===== src/rtl/incrementer_pkg.sv =====
// Shared helpers for the incrementer block (optional INCREMENTER_WRAP_COUNT_EN counter).
package incrementer_pkg;

    localparam int WRAP_CNT_W = 16;

    typedef logic [WRAP_CNT_W-1:0] wrap_cnt_t;

    function automatic wrap_cnt_t sat_inc(input wrap_cnt_t v);
        return (v == '1) ? v : v + wrap_cnt_t'(1);
    endfunction

endpackage


===== src/rtl/incrementer_comb.sv =====
// Modular add of INCREMENT over the range 0..MAX_VALUE, with wrap and range flags.
module incrementer_comb #(
    parameter logic [31:0] MAX_VALUE = 255,
    parameter logic [31:0] INCREMENT = 1,
    localparam int W = $clog2({1'b0, MAX_VALUE} + 33'd1)
) (
    input  logic [W-1:0] data_in,
    output logic [W-1:0] data_out,
    output logic         wrap,
    output logic         range_err
);

    localparam logic [W:0] MAXV = (W+1)'(MAX_VALUE);
    localparam logic [W:0] STEP = (W+1)'(INCREMENT);
    localparam logic [W:0] MODV = MAXV + (W+1)'(1);

    // One extra bit so the compare sees the untruncated sum.
    logic [W:0] sum;

    assign sum = {1'b0, data_in} + STEP;

    always_comb begin
        data_out  = '0;
        wrap      = 1'b0;
        range_err = ({1'b0, data_in} > MAXV);
        if (!range_err) begin
            if (sum > MAXV) begin
                wrap     = 1'b1;
                data_out = W'(sum - MODV);
            end else begin
                data_out = W'(sum);
            end
        end
    end

endmodule


===== src/rtl/incrementer.sv =====
// Incrementer with a one-cycle registered result stage.
// Optional saturating wrap counter enabled by INCREMENTER_WRAP_COUNT_EN.
module incrementer
    import incrementer_pkg::*;
#(
    parameter logic [31:0] MAX_VALUE = 255,
    parameter logic [31:0] INCREMENT = 1,
    localparam int W = $clog2({1'b0, MAX_VALUE} + 33'd1)
) (
    input  logic         clk,
    input  logic         reset,
    input  logic [W-1:0] data_in,
    output logic [W-1:0] data_out,
    output logic         wrap,
    output logic         range_err,
    input  logic         in_valid,
    output logic [W-1:0] q,
    output logic         q_valid,
    output logic         q_wrap
`ifdef INCREMENTER_WRAP_COUNT_EN
    ,
    output wrap_cnt_t    wrap_count
`endif
);

    if (INCREMENT > MAX_VALUE || MAX_VALUE == 0) begin : g_bad_cfg
        $fatal(1, "incrementer: need 0 < MAX_VALUE and INCREMENT <= MAX_VALUE");
    end

    incrementer_comb #(
        .MAX_VALUE (MAX_VALUE),
        .INCREMENT (INCREMENT)
    ) u_comb (
        .data_in   (data_in),
        .data_out  (data_out),
        .wrap      (wrap),
        .range_err (range_err)
    );

    always_ff @(posedge clk or negedge reset) begin
        if (!reset) begin
            q       <= '0;
            q_valid <= 1'b0;
            q_wrap  <= 1'b0;
        end else begin
            q_valid <= in_valid;
            if (in_valid) begin
                q      <= data_out;
                q_wrap <= wrap;
            end
        end
    end

`ifdef INCREMENTER_WRAP_COUNT_EN
    always_ff @(posedge clk or negedge reset) begin
        if (!reset) begin
            wrap_count <= '0;
        end else if (in_valid && wrap) begin
            wrap_count <= sat_inc(wrap_count);
        end
    end
`endif

endmodule


===== config.mk =====
export PLATFORM = sky130hd
export DESIGN_NAME = incrementer
export DESIGN_NICKNAME = d
export VERILOG_FILES = /design/src/rtl/incrementer_pkg.sv /design/src/rtl/incrementer_comb.sv /design/src/rtl/incrementer.sv
export SDC_FILE = /design/constraint.sdc
export NUM_CORES = 1
export LEC_CHECK = 0
export BUFFER_PORTS_ARGS = -buffer_cell sky130_fd_sc_hd__buf_2
export CORE_ASPECT_RATIO = 1.1
export CORE_MARGIN = 2
export CORE_UTILIZATION = 37
export CTS_CLUSTER_SIZE = 20
export DETAILED_ROUTE_END_ITERATION = 16
export HOLD_SLACK_MARGIN = 0.06
export MAX_ROUTING_LAYER = met4
export PLACE_DENSITY = 0.81
export SLEW_MARGIN = 20
export SYNTH_ARGS = -nofsm -noshare
export SYNTH_HDL_FRONTEND = slang
export SYNTH_SLANG_ARGS = --single-unit

===== constraint.sdc =====
create_clock -name clk -period 0.9 [get_ports clk]
set_clock_uncertainty 0.1 [all_clocks]
set_input_delay 0 -clock clk [delete_from_list [all_inputs] [get_ports clk]]
set_output_delay 0 -clock clk [all_outputs]
set_load 0.01 [all_outputs]

# Word-level counts from Yosys, hierarchy flattened
# Index checks and enable logic that the tools add are counted.
# word_totals
reg_bits	10
input_bits	11
out_inout_bits	20
wordCells	8
# op_classes
add_sub_neg	2
n_lt_le_gt_ge	1
muxes	2
# ops
operator	n
$add 8x1->9 const B	1
$gt 9x8->1 const B	1
$mux 8	1
$sub 8x1->8 const B	1
$mux 1	1

# Depth between registers and ports, before layout
# logic_depth
ltp_word	3
depth_mapped	5
depth_no_buf	5

# Cells and area by module
# A second synthesis with hierarchy kept.
# hier_totals
cells_unflattened	45
hier_area_um2	565.5
# by_module_without_submodules
mod	n_inst	cells_each	area_per_inst_um2	seq_area_each_um2
incrementer	1	20	396.6	250.2
incrementer_comb	1	25	168.9	0.0

# Worst setup path before layout
# OpenSTA, ideal clock, no wires.
# synth_path
path_type	input to register
start	input port data_in[0]
end	register q_wrap
setup_time_ps	120
arrival_time_ps	996
required_time_ps	680
path_slack_ps	-316
path_stages	5
n_path_buf	0
cell_sequence	inv_1 > ha_1 > nor3_1 > maj3_1 > a31o_2
# synth_via
elab_chain_cells	3
# synth_lines
item	line_no	rtl
start, declared	incrementer.sv:12	input logic [W-1:0] data_in,
$add 8x1->9	incrementer_comb.sv:20	assign sum = {1'b0, data_in} + STEP;
$gt 9x8->1	incrementer_comb.sv:27	if (sum > MAXV) begin
$mux 1	incrementer_comb.sv:27	
end signal, assigned	incrementer.sv:49	q_wrap <= wrap;
end, declared	incrementer.sv:19	output logic q_wrap
# Every way passes these cells.
# A chain may end at the register's enable or synchronous reset.

# Worst setup path after layout
# layout_path
start	input port data_in[0]
end	output port wrap
# layout_via
elab_chain_cells	3
# layout_lines
item	line_no	rtl
$add 8x1->9	incrementer_comb.sv:20	
$gt 9x8->1	incrementer_comb.sv:27	
$mux 1	incrementer_comb.sv:27	
end, declared	incrementer.sv:14	output logic wrap,
# Every way passes these cells.

==> metrics <==
critical path class=primary input to primary output; DP Area=just over 800 sq um; clock period minus worst slack=between 1 and 1.5 ns; die footprint=about 0.0017 sq mm; CTS root buf=clkbuf_4; CP max stage cell=maj3_2; design area=0.00102 sq mm; number of distinct library cells after synthesis=22; Hold WC Path Type=primary input to register; CTS tree=built; I/O Pins=31; die height=approximately 44 microns; startpoint class of the critical path=primary input; CP Data Arrival Time=1.01 ns; highest clock rate=about 900 MHz; Final #Nets=around 110; post-synthesis net count=between 60 and 70; CTS max path bufs=2; total grt overflow=0; # hold bufs at CTS=2; Fillers=between 90 and 100; status=finished, violations left; #FFs+latches synth=10; Lkg Pwr=about 0.49 nW; DRC viols=0; synthesized cell area=~530 sq um; Setup TNS=-0.804 ns; Tot Pwr=approximately 1.3 mW; Post-Synthesis Cells=52; vias=570; Post-synth top flop=dfrtp_1; Final HPWL DP=1010 microns; Die W=roughly 40 microns; Tcrit/Tclk final=1.23; final hold vios=3; Post-synth ARST share=1.00; Worst-Skew Late Latency=about 0.26 ns; CTS Buf Count=3; First-pass DRT Iterations=4; Peak VDD IR=0.810 mV; final antenna-violating net count=0; first-pass GRT wire length=about 2300 microns; max-cap violations=0; Routed WL per cell=~13 microns; critical path, cell by cell=buf_12 > inv_12 > ha_4 > nor3_2 > maj3_2 > and2_4 > buf_6; fin cells=between 100 and 150; CP required=around 0.80 ns; clock sinks=10; CP max stage delay=0.31 ns; total track usage=0.201; Post-synth EDFFs=0; worst-path maximum fanout=3; critical path's top delay family=adder cells; Mapped Avg Cell Area=around 10 sq um; RSZ-0062 raised after global routing=true; initial DRC count=10; crit path buf inv count=3; number of global-route vias before repair=about 520; PD cells=roughly 1300 mW/mm^2; Placed Cells=around 100; Slew Limit Fails=0; Area Growth Syn to Fin=92.0%; Initial Util=0.392; Final WS setup=-0.210 ns; Post-Route WL=1460 microns; CP endpoint kind=primary output; failing checks=negative hold slack, negative setup slack; largest net degree at the start of global routing=11; initial antenna violation count=0; Clock Pin Slew Worst Setup and Hold Paths=about 0.070 ns; row count=14; worst hold slack=-0.0423 ns; post-route core utilization=0.753; core box area=approximately 0.0013 sq mm; GPL Wtd Cong=0.683; n_diodes=0; Final setup viols=7; H-tree level count=1; DR vias/cell=slightly above 5; sequential fraction of the synthesis area=0.473; IO buf count=29; pre-CTS WS=-0.395 ns; share of cells above drive strength 1=0.680; synth warn=0
-- cell families after synthesis --
family,Yosys count,synth area share
AND/OR/NAND/NOR,18,0.173
flip-flops,10,0.473
AO/OA/AOI/OAI,7,0.0804
multiplexers,5,0.106
buffers and inverters,5,0.0449
adder cells (fa/ha/maj),3,0.0662
XOR/XNOR,3,0.0497
other,1,0.00709
-- worst min-delay path, delay by kind of cell --
family	cells	cell delay, ns
and+or+nand+nor	1	0.11
buffers and inverters	1	0.10
AOI/OAI and AO/OA	1	0.07
-- what timing repair did --
| action | 4_1_cts | 5_1_grt |
|---|---|---|
| endpoints found under the hold margin | 15 | 14 |
| setup buffers | 2 | 1 |
| endpoints found under the setup margin | 13 | 18 |
| gates resized for setup | 16 | 11 |
| pin swaps | 8 | 3 |
-- layer usage --
metal,GRT usage,share of wire,vias up
met5,-,0,-
met4,0.103,0.0041,0
met3,0.0308,0.071,2
met2,0.319,0.54,29
met1,0.235,0.39,271
li1,-,-,268
-- report_power, final --
| group | switching [mW] | leakage (nW) | internal, mW |
|---|---|---|---|
| Combinational | 0.184 | 0.353 | 0.208 |
| Clock | 0.159 | 0.0210 | 0.246 |
| Sequential | 0.0209 | 0.118 | 0.494 |
| Total | 0.365 | 0.491 | 0.948 |
-- placed cells by master (no fill, tap or decap), types with 2 or more instances in the layout --
master,count
nor2_1,4
inv_1,2
nand2_1,4
or3_4,3
dfrtp_1,10
a31oi_1,3
buf_2,22
mux2_2,5
o21ai_0,3
nand3_4,2
buf_4,9
clkbuf_4,3
ha_4,2
buf_6,8
-- final timing paths --
kind,cells past startpoint,start,slack [ns],to
worst max-delay path,7,data_in[0],-0.21,wrap
worst min-delay path,3,data_in[6],-0.04,q[6]
worst max register to register,2,q_wrap,-0.05,q_wrap
worst min register to register,1,q[4],0.41,q[4]
max in group asynchronous,2,reset,0.49,q[1]
min in group asynchronous,2,reset,0.02,q[7]
-- cell type report --
type	instances	area (sq um)	area share
Tap cell	16	20.0	0.0197
Inverter	3	23.8	0.0234
Clock buffer	4	36.3	0.0357
Sequential cell	10	250	0.246
Multi-Input combinational cell	37	360	0.355
Timing Repair Buffer	43	325	0.320
-- synth_stat cells (all sizes together) (2+ instances only) --
cell type | n | area share
buf | 2 | 0.024
xnor2 | 2 | 0.033
o21ai | 3 | 0.028
ha | 2 | 0.047
nand3 | 2 | 0.028
mux2 | 5 | 0.11
dfrtp | 10 | 0.47
a31oi | 3 | 0.035
inv | 3 | 0.021
nor2 | 4 | 0.028
nand2 | 5 | 0.035
or3 | 3 | 0.035
-- flip-flops by register name, indices dropped and copies added, names as in the netlist --
| name | flops |
|---|---|
| q_wrap | 1 |
| q | 8 |
| q_valid | 1 |
(Power assumes the default switching activity.)
